$ cat config.mk
export PLATFORM = sky130hd
export DESIGN_NAME = mem_port_arbiter
export DESIGN_NICKNAME = d
export VERILOG_FILES = /design/src/rtl/mem_port_arbiter.sv
export SDC_FILE = /design/constraint.sdc
export NUM_CORES = 1
export LEC_CHECK = 0
export CORE_MARGIN = 2
export CORE_UTILIZATION = 39
export CTS_CLUSTER_DIAMETER = 60
export DETAILED_ROUTE_END_ITERATION = 7
export GPL_TIMING_DRIVEN = 0
export MAX_ROUTING_LAYER = met4
export PLACE_DENSITY = 0.8
export RECOVER_POWER = 50
export SLEW_MARGIN = 10
export SYNTH_ARGS = -nofsm -noshare
export SYNTH_HDL_FRONTEND = slang
export SYNTH_SLANG_ARGS = --single-unit
$ cat constraint.sdc
create_clock -name clk -period 1.8 [get_ports clk]
set_input_delay 0.36 -clock clk [delete_from_list [all_inputs] [get_ports clk]]
set_output_delay 0.36 -clock clk [all_outputs]
set_load 0.03 [all_outputs]
$ cat src/rtl/mem_port_arbiter.sv
// Shares one single-ported memory between fetch (IF) and load/store (DM).
// Define ARB_PERF_EN to add grant and conflict counters.
module mem_port_arbiter #(
    parameter int AW         = 32,
    parameter int DW         = 32,
    parameter int MEM_LAT    = 1,
    parameter int STARVE_MAX = 3
) (
    input  logic            clk,
    input  logic            rst,
    input  logic            if_req,
    input  logic [AW-1:0]   if_addr,
    output logic [DW-1:0]   if_rdata,
    output logic            if_ack,
    input  logic            dm_req,
    input  logic            dm_we,
    input  logic [DW/8-1:0] dm_be,
    input  logic [AW-1:0]   dm_addr,
    input  logic [DW-1:0]   dm_wdata,
    output logic [DW-1:0]   dm_rdata,
    output logic            dm_ack,
    output logic            mem_en,
    output logic            mem_we,
    output logic [DW/8-1:0] mem_be,
    output logic [AW-1:0]   mem_addr,
    output logic [DW-1:0]   mem_wdata,
    input  logic [DW-1:0]   mem_rdata,
    output logic            busy
`ifdef ARB_PERF_EN
    ,
    output logic [31:0]     perf_if_grants,
    output logic [31:0]     perf_dm_grants,
    output logic [31:0]     perf_conflicts
`endif
);

    localparam int BW = DW / 8;
    localparam int LW = (MEM_LAT < 2) ? 1 : $clog2(MEM_LAT + 1);
    localparam int SW = (STARVE_MAX < 2) ? 1 : $clog2(STARVE_MAX + 1);

    typedef enum logic [1:0] {
        S_IDLE,
        S_ISSUE,
        S_WAIT,
        S_ACK
    } state_e;

    state_e state_q, state_d;
    logic owner_q, owner_d;
    logic [SW-1:0] starve_q, starve_d;
    logic [LW-1:0] lat_q, lat_d;
    logic mem_en_q, mem_en_d;
    logic mem_we_q, mem_we_d;
    logic [BW-1:0] mem_be_q, mem_be_d;
    logic [AW-1:0] mem_addr_q, mem_addr_d;
    logic [DW-1:0] mem_wdata_q, mem_wdata_d;
    logic [DW-1:0] if_rdata_q, if_rdata_d;
    logic [DW-1:0] dm_rdata_q, dm_rdata_d;
    logic if_ack_q, if_ack_d;
    logic dm_ack_q, dm_ack_d;
    logic busy_q, busy_d;

    logic conflict, pick_if, pick_dm;

    // IF only beats DM once it has lost STARVE_MAX conflicts in a row
    assign conflict = (state_q == S_IDLE) && if_req && dm_req;
    assign pick_if  = (state_q == S_IDLE) && if_req &&
                      (!dm_req || (starve_q == SW'(STARVE_MAX)));
    assign pick_dm  = (state_q == S_IDLE) && dm_req && !pick_if;

    always_comb begin
        state_d     = state_q;
        owner_d     = owner_q;
        starve_d    = starve_q;
        lat_d       = lat_q;
        mem_en_d    = 1'b0;
        mem_we_d    = mem_we_q;
        mem_be_d    = mem_be_q;
        mem_addr_d  = mem_addr_q;
        mem_wdata_d = mem_wdata_q;
        if_rdata_d  = if_rdata_q;
        dm_rdata_d  = dm_rdata_q;
        if_ack_d    = 1'b0;
        dm_ack_d    = 1'b0;
        unique case (state_q)
            S_IDLE: begin
                if (pick_if) begin
                    owner_d    = 1'b0;
                    starve_d   = '0;
                    mem_en_d   = 1'b1;
                    mem_we_d   = 1'b0;
                    mem_be_d   = '1;
                    mem_addr_d = if_addr;
                    state_d    = S_ISSUE;
                end else if (pick_dm) begin
                    owner_d     = 1'b1;
                    mem_en_d    = 1'b1;
                    mem_we_d    = dm_we;
                    mem_be_d    = dm_be;
                    mem_addr_d  = dm_addr;
                    mem_wdata_d = dm_wdata;
                    state_d     = S_ISSUE;
                    if (conflict) begin
                        starve_d = starve_q + 1'b1;
                    end
                end
            end
            S_ISSUE: begin
                mem_we_d = 1'b0;
                lat_d    = LW'(1);
                state_d  = S_WAIT;
            end
            S_WAIT: begin
                if (lat_q == LW'(MEM_LAT)) begin
                    if (owner_q) begin
                        dm_rdata_d = mem_rdata;
                        dm_ack_d   = 1'b1;
                    end else begin
                        if_rdata_d = mem_rdata;
                        if_ack_d   = 1'b1;
                    end
                    state_d = S_ACK;
                end else begin
                    lat_d = lat_q + 1'b1;
                end
            end
            S_ACK: begin
                state_d = S_IDLE;
            end
            default: begin
                state_d = S_IDLE;
            end
        endcase
        busy_d = (state_d != S_IDLE);
    end

    always_ff @(posedge clk) begin
        if (rst) begin
            state_q     <= S_IDLE;
            owner_q     <= 1'b0;
            starve_q    <= '0;
            lat_q       <= '0;
            mem_en_q    <= 1'b0;
            mem_we_q    <= 1'b0;
            mem_be_q    <= '0;
            mem_addr_q  <= '0;
            mem_wdata_q <= '0;
            if_rdata_q  <= '0;
            dm_rdata_q  <= '0;
            if_ack_q    <= 1'b0;
            dm_ack_q    <= 1'b0;
            busy_q      <= 1'b0;
        end else begin
            state_q     <= state_d;
            owner_q     <= owner_d;
            starve_q    <= starve_d;
            lat_q       <= lat_d;
            mem_en_q    <= mem_en_d;
            mem_we_q    <= mem_we_d;
            mem_be_q    <= mem_be_d;
            mem_addr_q  <= mem_addr_d;
            mem_wdata_q <= mem_wdata_d;
            if_rdata_q  <= if_rdata_d;
            dm_rdata_q  <= dm_rdata_d;
            if_ack_q    <= if_ack_d;
            dm_ack_q    <= dm_ack_d;
            busy_q      <= busy_d;
        end
    end

    assign mem_en    = mem_en_q;
    assign mem_we    = mem_we_q;
    assign mem_be    = mem_be_q;
    assign mem_addr  = mem_addr_q;
    assign mem_wdata = mem_wdata_q;
    assign if_rdata  = if_rdata_q;
    assign dm_rdata  = dm_rdata_q;
    assign if_ack    = if_ack_q;
    assign dm_ack    = dm_ack_q;
    assign busy      = busy_q;

`ifdef ARB_PERF_EN
    logic [31:0] perf_if_q, perf_if_d;
    logic [31:0] perf_dm_q, perf_dm_d;
    logic [31:0] perf_cf_q, perf_cf_d;

    always_comb begin
        perf_if_d = perf_if_q;
        perf_dm_d = perf_dm_q;
        perf_cf_d = perf_cf_q;
        if (pick_if) perf_if_d = perf_if_q + 32'd1;
        if (pick_dm) perf_dm_d = perf_dm_q + 32'd1;
        if (conflict) perf_cf_d = perf_cf_q + 32'd1;
    end

    always_ff @(posedge clk) begin
        if (rst) begin
            perf_if_q <= '0;
            perf_dm_q <= '0;
            perf_cf_q <= '0;
        end else begin
            perf_if_q <= perf_if_d;
            perf_dm_q <= perf_dm_d;
            perf_cf_q <= perf_cf_d;
        end
    end

    assign perf_if_grants = perf_if_q;
    assign perf_dm_grants = perf_dm_q;
    assign perf_conflicts = perf_cf_q;
`endif

endmodule

After elaboration in Yosys (flattened, before gate mapping). Cells that the tools add are included.

Eq/ne operators: 5. $add $sub $neg: 2. Bitwise logic cells: 5. Multiplexer cells: 22. Reduce and logical (&&, ||, !) cells: 22.

Operator list (number): $mux W32 (2); $mux W2 (6); $reduce_and A3 Y1 (4); $reduce_bool A2 Y1 (5); $mux W1 (9); $mux W4 (2); $pmux W2 S4 (1); $eq A2 B2 Y1 const B (3); $logic_and A1 B1 Y1 (5); $not A1 Y1 (5); $pmux W1 S2 (2); $reduce_and A2 Y1 (2); $ne A3 B3 Y1 const B (1); $reduce_or A3 Y1 (1); $add A2 B1 Y2 const B (1); $eq A2 B1 Y1 const B (1); $logic_not A1 Y1 (2); $logic_not A2 Y1 (1); $reduce_or A2 Y1 (1); $add A1 B1 Y1 const B (1); $logic_or A1 B1 Y1 (1).

Word-level logic and storage cells: 70. Input port bits: 137. Output and inout port bits: 137. Bits in registers: 143.

Logic depth before layout (Yosys ltp). Gate-level depths: netlist of the first run.

Word-level depth: 9. Mapped depth: 8. Mapped depth without buffers: 6.

Worst setup path before layout of the first run. No wires, ideal clock.

Path kind: register to register. Start: register state_q[0]. End: register mem_addr_q[10], in the netlist mem_addr[10]. Arrival: 1.400 ns. Required time: 1.672 ns. Stages on the path, launching flop included: 9. Setup slack: 0.272 ns. Path buffers: 2. Period minus slack after synthesis: 1.528 ns. Setup time: 0.128 ns. Cells stage by stage: dfxtp_1 -> inv_1 -> ha_1 -> nand2_2 -> nor2b_1 -> buf_4 -> buf_6 -> mux2i_1 -> o21ai_1.

Word-level cells in the longest chain between the ends: 7. Elaborated cells on any way between the ends: 9. Those cells by class: mux: 1; reduce/logical: 8.

RTL lines: start, declared (RTL line 48) `state_e state_q, state_d;`; start signal, assigned (RTL line 154) `state_q <= state_d;`; $logic_not A2 Y1 (*) (RTL line 67, 69, 85); $logic_and A1 B1 Y1 (2 in a row) (RTL line 67) `assign pick_if = (state_q == S_IDLE) && if_req &&`; $logic_not A1 Y1 (RTL line 69) `assign pick_dm = (state_q == S_IDLE) && dm_req && !pick_if;`; $logic_and A1 B1 Y1 (RTL line 69); $reduce_bool A2 Y1 (no line); $reduce_and A2 Y1 (no line); end signal, assigned (RTL line 161) `mem_addr_q <= mem_addr_d;`; end, declared (RTL line 55) `logic [AW-1:0] mem_addr_q, mem_addr_d;`.

Every way passes the cells marked *; elsewhere a longest branch is shown, timed or not. A chain may end at the register's enable or synchronous reset.

Worst setup path in the final report of the first run.
Start: register mem_wdata_q[0], in the netlist mem_wdata[0]. End: output mem_wdata[0].

RTL lines: start, declared (RTL line 56) `logic [DW-1:0] mem_wdata_q, mem_wdata_d;`; start signal, assigned (RTL line 162) `mem_wdata_q <= mem_wdata_d;`; end, declared (RTL line 26) `output logic [DW-1:0] mem_wdata,`.

No word-level cell between the ends.

==> results of run 1 <==
[stage by stage]
step	instance area, sq um	cells	hold WS, ns	setup WS [ns]
after floorplan	5180	624	0.481	0.272
after global placement	8140	1073	0.433	-0.384
after detailed placement	8140	1073	0.441	-0.416
after CTS	8700	1105	0.449	0.0000826
after global routing	8250	1103	0.465	0.00105
final	8250	1103	0.446	0.0308
[cell type report]
cell class	count	area, sq um
clock inverter	10	136
multi-input combinational	434	2130
timing repair buffer	273	2190
buffer	41	230
sequential	143	2860
clock buffer	22	464
fill	1234	4890
tap	176	220
inverter	4	15.0
[cells by family (layout without fill, tap and decap cells)]
group | Yosys count | in the layout | share of synthesized area
AO/OA/AOI/OAI | 139 | 139 | 0.136
adder cells (fa/ha/maj) | 5 | 5 | 0.0121
buffers and inverters | 47 | 350 | 0.0430
flip-flops | 143 | 143 | 0.552
multiplexers | 33 | 33 | 0.0639
AND/OR/NAND/NOR | 257 | 257 | 0.193
[routing by layer]
| layer | wire length, um | track usage | part of all wire | vias up |
|---|---|---|---|---|
| met5 | 0 | - | 0 | - |
| met4 | 278 | 0.0809 | 0.017 | 0 |
| met3 | 1330 | 0.0723 | 0.080 | 23 |
| met2 | 8260 | 0.410 | 0.50 | 209 |
| met1 | 6780 | 0.256 | 0.41 | 2418 |
| li1 | - | - | - | 2626 |
[flip-flops by register name, indices dropped and copies added, names as in the netlist]
| signal | flops |
|---|---|
| mem_wdata | 32 |
| busy | 1 |
| starve_q | 2 |
| lat_q | 1 |
| if_ack | 1 |
| state_q | 2 |
| dm_ack | 1 |
| mem_addr | 32 |
| if_rdata | 32 |
| mem_be | 4 |
| mem_en | 1 |
| owner_q | 1 |
| mem_we | 1 |
| dm_rdata | 32 |
[path summary, 6_finish.rpt]
kind,start,to,slack (ns)
worst max-delay path,mem_wdata[0]$_SDFFE_PP0P_,mem_wdata[0],0.03
worst min-delay path,mem_addr[6]$_SDFFE_PP0P_,mem_addr[6]$_SDFFE_PP0P_,0.45
worst max register to register,state_q[1]$_SDFF_PP0_,mem_addr[29]$_SDFFE_PP0P_,0.14
worst min register to register,mem_addr[6]$_SDFFE_PP0P_,mem_addr[6]$_SDFFE_PP0P_,0.45
[power by group through the flow]
stage	clock (W)	combinational, W	sequential (W)
2_1_floorplan	0	0.00117	0.00495
3_3_place_gp	0	0.00370	0.00399
3_5_place_dp	0	0.00373	0.00402
4_1_cts	0.00359	0.00369	0.00395
5_1_grt	0.00375	0.00364	0.00401
6_report	0.00353	0.00337	0.00395
[synthesized netlist by cell type]
master    instances
clkbuf_1         23
buf_6             3
o21ai_1          29
nor2_2            1
mux2_2            1
buf_2            16
inv_1             4
a21oi_1         100
or2_2             1
nand2_2           1
nand2b_1          3
nand2_1         227
nor3_1            2
a22oi_1           1
o21a_2            1
nor2_1           15
o21ai_0           5
and3_1            2
mux2i_1          32
nand3b_1          2
nand3_1           2
dfxtp_1         143
buf_4             1
nor2b_1           1
ha_1              5
o22ai_1           3
[worst reg2reg max path: stages (launching register included)]
cell and delay [ns]:
dfxtp_1 0.31, inv_1 0.12, ha_4 0.18, nand2_2 0.09
nor2b_1 0.15, buf_6 0.17, buf_6 0.18, mux2i_1 0.27
o21ai_1 0.08
[timing repair]
action,4_1_cts,5_1_grt
resized for setup,50,107
hold buffers,0,0
endpoints found under the setup margin,78,157
==> qor.csv, run 1 <==
stage;metric;value;unit
timing;worst_pin_slew;0.584;ns
setup_path;crit_cells;1;
pwr;leakage;3.20;nW
die;ioPinCount;274;
setup_path;crit_chain;clkdlybuf4s50_1;
grt;grt_use_total;0.236;
setup_path;r2r_cells;8;
logic_synthesis;ys_warn_count;0;
pwr;power;0.0109;W
timing;period_needed;1.77;ns
finish;layout_common_cells;227 x nand2_1, 148 x clkdlybuf4s50_1, 143 x dfxtp_1;
die;start_util;0.395;
logic_synthesis;synth_cell_types;26;
timing;fin_crit_sh;0.983;
setup_path;cpMaxStageDelayCell;clkdlybuf4s50_1;
setup_path;crit_buf_inv;1;
logic_synthesis;syn_area;5180;sq um
timing;finalClockSkew;0.00748;ns
logic_synthesis;netlist.area_leader.share;0.552;
die;die_w;119;um
pwr;power_switching;0.00374;W
route;dr.first_iter.drc_count;189;
clock_network;path_clk_slew;0.06;ns
pwr;intPower;0.00711;W
clock_network;root_buffer;clkbuf_16;
setup_path;worst_ep_required_time;1.44;ns
placement;gp_congestion;0.767;
timing;max_freq;565;MHz
finish;final_common_cell;nand2_1;
route;drt-pass1-iter-count;4;
grt;grt_pass1_wl;25.7;mm
placement;dpl.hpwl;12.2;mm
timing;slew_viol_final;0;
pwr;comb_power_share;0.310;
placement;portBuffers;273;
logic_synthesis;ys_ff_latch;143;
logic_synthesis;synth_area_per_cell;8.31;sq um
die;die_h;119;um
route;routed_wl;16.6;mm
run_status;outcome;finished clean;
setup_path;worst_path_largest_cell_delay;0.68;ns
logic_synthesis;ys_top_cells_by_area;dfxtp_1 55%, nand2_1 16%, a21oi_1 9.7%;
grt;antenna_found_initial;0;
logic_synthesis;yosysSeqAreaShare;0.552;
logic_synthesis;syn_inst;624;
timing;setup_violations;0;
route;wl_per_cell;15.1;um
job;drv_cap;0;
setup_path;cp_max_fo;2;
clock_network;cts_htree_levels;4;
min_path;whs_path_depth;2;
clock_network;clock-sinks;143;
finish;area_delta_synth_final;59.1;%
logic_synthesis;syn-num-nets;766;
clock_network;post_cts_buffers;0;
die;fp.coreArea;13100;sq um
logic_synthesis;synth.largest_area_cell;dfxtp_1;
grt;grt_pass1_vias;5176;
route;vias;5276;
grt;grt_overflow;0;
route;drtAntennaViolNets;0;
route;drcViolationCount;0;
finish;fin_util;0.628;
setup_path;path_class;flop to output pin;
setup_path;crit_family;buffers and inverters;
clock_network;clock_latency;0.41;ns
pwr;swShare;0.345;
pwr;power_density;1320;nW/um^2
min_path;min_path_type;flop to flop;
clock_network;tritoncts;yes;
finish;diodes;0;
pwr;share_seq_of_total_power;0.364;
clock_network;cts_buffers;17;
pwr;clkPwrFrac;0.326;
setup_path;end_kind;output pin;
grt;grt_max_degree;17;
clock_network;cts_buffer_depth;2;
finish;layout.nets;1056;
setup_path;worstPathArrival;1.41;ns
timing;rsz0062_at_grt;no;
setup_path;worstSetupStartpointType;flop;
timing;finalSetupTns;0;ns
timing;hold_violations;0;
finish;drive_gt1_frac;0.0755;
timing;slew_headroom;0.610;
die;dieArea;14200;sq um
route;drt-vias-per-instance;4.78;
pwr;peakVddDrop;610;uV
die;num_rows;42;
(Power assumes the default switching activity.)
==> run 2, diff against run 1 <==
--- a/config.mk
+++ b/config.mk
@@ -5,6 +5,7 @@
 export SDC_FILE = /design/constraint.sdc
 export NUM_CORES = 1
 export LEC_CHECK = 0
+export CAP_MARGIN = 30
 export CORE_MARGIN = 2
 export CORE_UTILIZATION = 39
 export CTS_CLUSTER_DIAMETER = 60
@@ -13,6 +14,7 @@
 export MAX_ROUTING_LAYER = met4
 export PLACE_DENSITY = 0.8
 export RECOVER_POWER = 50
+export SKIP_LAST_GASP = 1
 export SLEW_MARGIN = 10
 export SYNTH_ARGS = -nofsm -noshare
 export SYNTH_HDL_FRONTEND = slang
==> run 2 against run 1 <==
Effect of this change:
- setup slack barely moved
- register-to-register slack lost 0.05 ns
- routed wire length about the same
- maximum frequency about the same
- clock skew hardly changed
- combinational power hardly changed
- hold slack barely moved
- non-clock buffer count unchanged
- via count barely moved
- design area hardly changed
- sequential cell count is the same
==> qor.csv, run 2 (synthesis results as in run 1) <==
stage;metric;value;unit;change
finish;area_delta_synth_final;59.0;%;about the same
grt;grt_pass1_wl;25.7;mm;unchanged
setup_path;cp_max_fo;2;;unchanged
die;die_h;119;um;unchanged
grt;grt_overflow;0;;unchanged
route;routed_wl;16.7;mm;about the same
placement;dpl.hpwl;12.2;mm;unchanged
run_status;outcome;finished clean;;
timing;finalSetupTns;0;ns;unchanged
setup_path;worst_ep_required_time;1.44;ns;about the same
setup_path;worst_path_largest_cell_delay;0.68;ns;about the same
setup_path;worstSetupStartpointType;flop;;
route;dr.first_iter.drc_count;197;;+4.2%
finish;final_common_cell;nand2_1;;
finish;seq_area;2860;sq um;unchanged
timing;max_freq;565;MHz;about the same
finish;drive_gt1_frac;0.0734;;-0.00216
route;wl_per_cell;15.1;um;about the same
clock_network;clock_latency;0.41;ns;about the same
clock_network;cts_buffer_depth;2;;unchanged
setup_path;cpMaxStageDelayCell;clkdlybuf4s50_1;;
timing;period_needed;1.77;ns;+0.000419 ns
clock_network;cts_htree_levels;4;;unchanged
placement;place_ws;-0.416;ns;unchanged
timing;worst_pin_slew;0.581;ns;-0.00382 ns
finish;diodes;0;;unchanged
pwr;leakage;3.20;nW;about the same
timing;slew_viol_final;0;;unchanged
job;drv_cap;0;;unchanged
setup_path;worstPathArrival;1.41;ns;about the same
pwr;peakVddDrop;609;uV;about the same
timing;finalClockSkew;0.00791;ns;+0.000430 ns
setup_path;end_kind;output pin;;
timing;setup_violations;0;;unchanged
setup_path;crit_family;buffers and inverters;;
route;drcViolationCount;0;;unchanged
clock_network;clock-sinks;143;;unchanged
timing;rsz0062_at_grt;yes;;
grt;grt_pass1_vias;5173;;-0.058%
grt;antenna_found_initial;0;;unchanged
grt;grt_max_degree;17;;unchanged
setup_path;path_class;flop to output pin;;
finish;layout.nets;1056;;unchanged
die;dieArea;14200;sq um;unchanged
placement;placed_cell_area;8140;sq um;unchanged
finish;layout_common_cells;227 x nand2_1, 149 x clkdlybuf4s50_1, 143 x dfxtp_1;;
pwr;power_density;1320;nW/um^2;about the same
die;ioPinCount;274;;unchanged
die;fp.coreArea;13100;sq um;unchanged
die;die_w;119;um;unchanged
timing;hold_violations;0;;unchanged
setup_path;crit_chain;clkdlybuf4s50_1;;
clock_network;path_clk_slew;0.06;ns;about the same
timing;fin_ws;0.0304;ns;-0.000419 ns
route;drtAntennaViolNets;0;;unchanged
timing;slew_headroom;0.613;;+0.00255
min_path;min_path_type;flop to flop;;
clock_network;tritoncts;yes;;
route;drt-vias-per-instance;4.78;;about the same
placement;portBuffers;273;;unchanged
route;vias;5271;;-0.095%
finish;multi_input_area;2130;sq um;-0.18%
finish;nFillCells;1234;;unchanged
clock_network;root_buffer;clkbuf_16;;
placement;gp_congestion;0.767;;unchanged
setup_path;crit_buf_inv;1;;unchanged
clock_network;hold_buffers;0;;unchanged
die;num_rows;42;;unchanged
die;start_util;0.395;;unchanged
finish;design_area;8240;sq um;about the same
clock_network;cts_buffers;17;;unchanged
grt;grt_use_total;0.236;;unchanged
timing;fin_crit_sh;0.983;;about the same
route;drt-pass1-iter-count;5;;+1
[run 2: path summary, 6_finish.rpt]
check	from	to	slack (ns)	depth (start not counted)
min	mem_addr[6]$_SDFFE_PP0P_	mem_addr[6]$_SDFFE_PP0P_	0.45	2
max reg2reg	state_q[0]$_SDFF_PP0_	mem_addr[29]$_SDFFE_PP0P_	0.09	8
min reg2reg	mem_addr[6]$_SDFFE_PP0P_	mem_addr[6]$_SDFFE_PP0P_	0.45	2
max	mem_wdata[0]$_SDFFE_PP0P_	mem_wdata[0]	0.03	1
[run 2: metal layers]
metal,routed length (um),global-route usage,up-vias
met5,0,-,-
met4,280,0.0809,0
met3,1360,0.0738,24
met2,8260,0.410,206
met1,6750,0.255,2419
li1,-,-,2622
[run 2: cell type report]
type / instances / share of cell area
flip-flops and latches: 143 / 0.347
repair buffers: 273 / 0.265
multi-input cells: 434 / 0.258
clock buffers: 22 / 0.0563
plain buffers: 41 / 0.0275
well taps: 176 / 0.0267
clock inverters: 10 / 0.0165
inverters: 4 / 0.00182
[run 2: where the power goes]
group / internal (W) / leakage (nW) / switching [W] / total (W)
combinational: 0.00117 / 1.75 / 0.00219 / 0.00336
sequential: 0.00369 / 1.17 / 0.000263 / 0.00395
clock: 0.00225 / 0.286 / 0.00129 / 0.00354
[run 2: through the flow]
step	util	cells	hold WS [ns]	power (W)
2_1_floorplan	-	624	0.481	0.00611
3_3_place_gp	0.619	1073	0.433	0.00769
3_5_place_dp	0.619	1073	0.441	0.00775
4_1_cts	0.661	1105	0.449	0.0112
5_1_grt	0.627	1103	0.465	0.0114
6_report	0.627	1103	0.446	0.0108
[run 2: what timing repair did]
action	in CTS	in global routing
buffers inserted	0	0
setup endpoints to repair	78	157
resized for setup	49	105
==> run 3, diff against run 2 <==
--- a/config.mk
+++ b/config.mk
@@ -5,9 +5,10 @@
 export SDC_FILE = /design/constraint.sdc
 export NUM_CORES = 1
 export LEC_CHECK = 0
-export CAP_MARGIN = 30
+export ABC_AREA = 1
+export CAP_MARGIN = 15
 export CORE_MARGIN = 2
-export CORE_UTILIZATION = 39
+export CORE_UTILIZATION = 41
 export CTS_CLUSTER_DIAMETER = 60
 export DETAILED_ROUTE_END_ITERATION = 7
 export GPL_TIMING_DRIVEN = 0
==> run 3 against run 2 <==
Effect of this change:
- utilization grew 2.3 points
- critical endpoint is now if_rdata[3]
- sequential share of layout area decreased by 3.2 points
- clock skew is 0.00051 ns lower
- sequential cell count unchanged
==> qor.csv, run 3 <==
stage;metric;value;unit;change
clock_network;cts_buffers;17;;unchanged
logic_synthesis;synth_mux_area_frac;0;;-0.0639
placement;place_ws;-0.145;ns;+0.271 ns
setup_path;r2r_cells;9;;+1
timing;period_needed;1.77;ns;-0.00253 ns
finish;area_delta_synth_final;54.6;%;
finish;drive_gt1_frac;0.0732;;-0.000141
die;start_util;0.421;;+0.0265
timing;worst_pin_slew;0.622;ns;+0.0415 ns
timing;max_freq;566;MHz;+0.14%
clock_network;post_cts_buffers;0;;unchanged
setup_path;worst_ep_required_time;1.44;ns;about the same
setup_path;crit_buf_inv;1;;unchanged
route;drtAntennaViolNets;0;;unchanged
logic_synthesis;async_reset_ff_frac;0;;unchanged
logic_synthesis;synth.most_common_cell;nand2_1;;
timing;hold_violations;0;;unchanged
route;wl_per_cell;14.7;um;-2.7%
setup_path;path_class;flop to output pin;;
clock_network;cts_buffer_depth;2;;unchanged
timing;slew_viol_final;0;;unchanged
die;fp.coreArea;13900;sq um;+6.1%
clock_network;clock_latency;0.41;ns;about the same
die;die_h;124;um;+3.6%
clock_network;cts_htree_levels;4;;unchanged
clock_network;tritoncts;yes;;
placement;gp_congestion;0.872;;+14%
grt;grt_pass1_vias;5809;;+12%
clock_network;clock-sinks;143;;unchanged
setup_path;worstSetupStartpointType;flop;;
pwr;leakage;4.42;nW;+38%
setup_path;crit_chain;clkdlybuf4s50_1;;
job;drv_cap;0;;unchanged
logic_synthesis;synth_xor_area_frac;0;;unchanged
logic_synthesis;yosysSeqAreaShare;0.488;;-0.0643
min_path;whs_path_depth;4;;+2
placement;portBuffers;272;;-0.37%
logic_synthesis;ys_top_cells_by_area;dfxtp_1 49%, nand2_1 13%, nor2_1 6.7%;;
die;ioPinCount;274;;unchanged
logic_synthesis;synthAdderAreaFrac;0.0107;;-0.00140
logic_synthesis;synth_cell_types;19;;-27%
logic_synthesis;synth_top_family_by_area;simple AND/OR/NAND/NOR gates;;
route;dr.first_iter.drc_count;329;;+67%
finish;layout.nets;1249;;+18%
min_path;min_path_type;primary input to flop;;
timing;timing.hold.ws;0.400;ns;-0.0457 ns
pwr;power_density;1410;nW/um^2;+6.8%
finish;final_common_cell;nand2_1;;
pwr;power;0.0127;W;+17%
die;num_rows;43;;+2.4%
timing;finalSetupTns;0;ns;unchanged
logic_synthesis;synth.largest_area_cell;dfxtp_1;;
die;die_w;124;um;+3.6%
logic_synthesis;synth_area_per_cell;7.19;sq um;-13%
min_path;min_to;mem_addr[0]$_SDFFE_PP0P_;;
finish;layout_common_cells;205 x nand2_1, 143 x dfxtp_1, 143 x clkdlybuf4s50_1;;
grt;grt_overflow;0;;unchanged
timing;finalClockSkew;0.00740;ns;-0.000512 ns
grt;grt_pass1_wl;28.3;mm;+9.8%
run_status;outcome;finished clean;;
pwr;peakVddDrop;747;uV;+23%
setup_path;cpMaxStageDelayCell;clkdlybuf4s50_1;;
setup_path;crit_family;buffers and inverters;;
die;dieArea;15300;sq um;+7.4%
logic_synthesis;yosys.area_share.simple;0.312;;+0.119
logic_synthesis;synth_edf_count;0;;unchanged
clock_network;hold_buffers;0;;unchanged
setup_path;r2r-start;state_q[1]$_SDFF_PP0_;;
timing;rsz0062_at_grt;no;;
timing;slew_headroom;0.585;;-0.0277
route;vias;6241;;+18%
route;drt-pass1-iter-count;5;;unchanged
route;drt-vias-per-instance;4.80;;+0.46%
setup_path;r2r_setup_slack;0.15;ns;+0.06 ns
grt;antenna_found_initial;0;;unchanged
finish;diodes;0;;unchanged
timing;fin_crit_sh;0.982;;-0.00141
logic_synthesis;synthTopCellsByCount;205 x nand2_1, 143 x dfxtp_1, 104 x nor2_1;;
setup_path;worst_path_largest_cell_delay;0.67;ns;about the same
logic_synthesis;synth-compound-area-share;0.0874;;-0.0487
logic_synthesis;netlist.area_leader.share;0.488;;-0.0643
grt;grt_max_degree;17;;unchanged
route;routed_wl;19.1;mm;+15%
finish;nFillCells;1284;;+4.1%
setup_path;end_kind;output pin;;
finish;fin_util;0.651;;+0.0235
timing;setup_violations;0;;unchanged
grt;grt_use_total;0.245;;+0.00922
logic_synthesis;syn_inst;816;;+31%
setup_path;reg2reg_to;mem_wdata[29]$_SDFFE_PP0P_;;
logic_synthesis;syn-num-nets;958;;+25%
timing;fin_ws;0.0329;ns;+0.00253 ns
logic_synthesis;ys_ff_latch;143;;unchanged
clock_network;root_buffer;clkbuf_16;;
clock_network;path_clk_slew;0.06;ns;about the same
min_path;hp-start;rst;;
logic_synthesis;syn_area;5870;sq um;+13%
logic_synthesis;ys.flop_type;dfxtp_1;;
setup_path;cp_max_fo;2;;unchanged
setup_path;worstPathArrival;1.41;ns;about the same
logic_synthesis;ys_warn_count;0;;unchanged
route;drcViolationCount;0;;unchanged
placement;dpl.hpwl;13.8;mm;+14%
run 3: changes by cell type after synthesis, sizes merged, moves of 20 or more:
cell and delta:
inv +85, mux2i -32, nand2 -20, nand3b +31, a21oi -33, nor2 +90
nand3 +73
run 3: how the worst max path moves through the flow:
stage                                   start                          to  slack, ns  cells past startpoint
floorplan               state_q[0]$_SDFF_PP0_  mem_wdata[10]$_SDFFE_PP0P_       0.32                      8
global placement                       dm_req   mem_addr[11]$_SDFFE_PP0P_      -0.17                      8
detailed placement                     dm_req    mem_addr[9]$_SDFFE_PP0P_      -0.15                      8
CTS                 dm_rdata[15]$_SDFFE_PP0P_                dm_rdata[15]     0.0004                      1
global route        if_rdata[14]$_SDFFE_PP0P_                if_rdata[14]     0.0002                      1
finish               if_rdata[3]$_SDFFE_PP0P_                 if_rdata[3]       0.03                      1
run 3: per-stage QoR:
stage,cell area [sq um],cells
CTS,9320,1300
global route,9070,1300
detailed placement,8820,1268
finish,9070,1300
global placement,8820,1268
floorplan,5870,816
run 3: worst min-delay path, stage by stage:
cell,delay (ns)
buf_2,0.21
nor2_4,0.09
nand2_1,0.06
nand2_1,0.04
run 3: final cells by class:
cell class,count,area (sq um),share of cell area
sequential,143,2860,0.316
multi-input combinational,530,2440,0.269
timing repair buffer,272,2320,0.256
clock buffer,20,457,0.0504
inverter,89,337,0.0371
buffer,54,293,0.0323
tap,180,225,0.0248
clock inverter,12,135,0.0149
run 3: report_power, final:
part           internal [W]  switching (W)
sequential          0.00388       0.000351
clock               0.00212        0.00138
combinational       0.00168        0.00333
total               0.00768        0.00506
run 3: cells by family after synthesis:
family                   Yosys count
AO/OA/AOI/OAI                    102
AND/OR/NAND/NOR                  423
flip-flops                       143
buffers and inverters            143
adder cells (fa/ha/maj)            5
run 3: routing by layer:
layer | global-route usage | up-vias | wire length, um
met5 | - | - | 0
met4 | 0.0980 | 0 | 563
met3 | 0.0788 | 41 | 1740
met2 | 0.398 | 243 | 8950
met1 | 0.281 | 2823 | 7830
li1 | - | 3134 | -
run 3: repair_timing:
action | in CTS | in global routing
endpoints found under the hold margin | 0 | 0
resized for setup | 87 | 71
cloned | 0 | 0
pin swaps | 0 | 0
endpoints found under the setup margin | 121 | 157
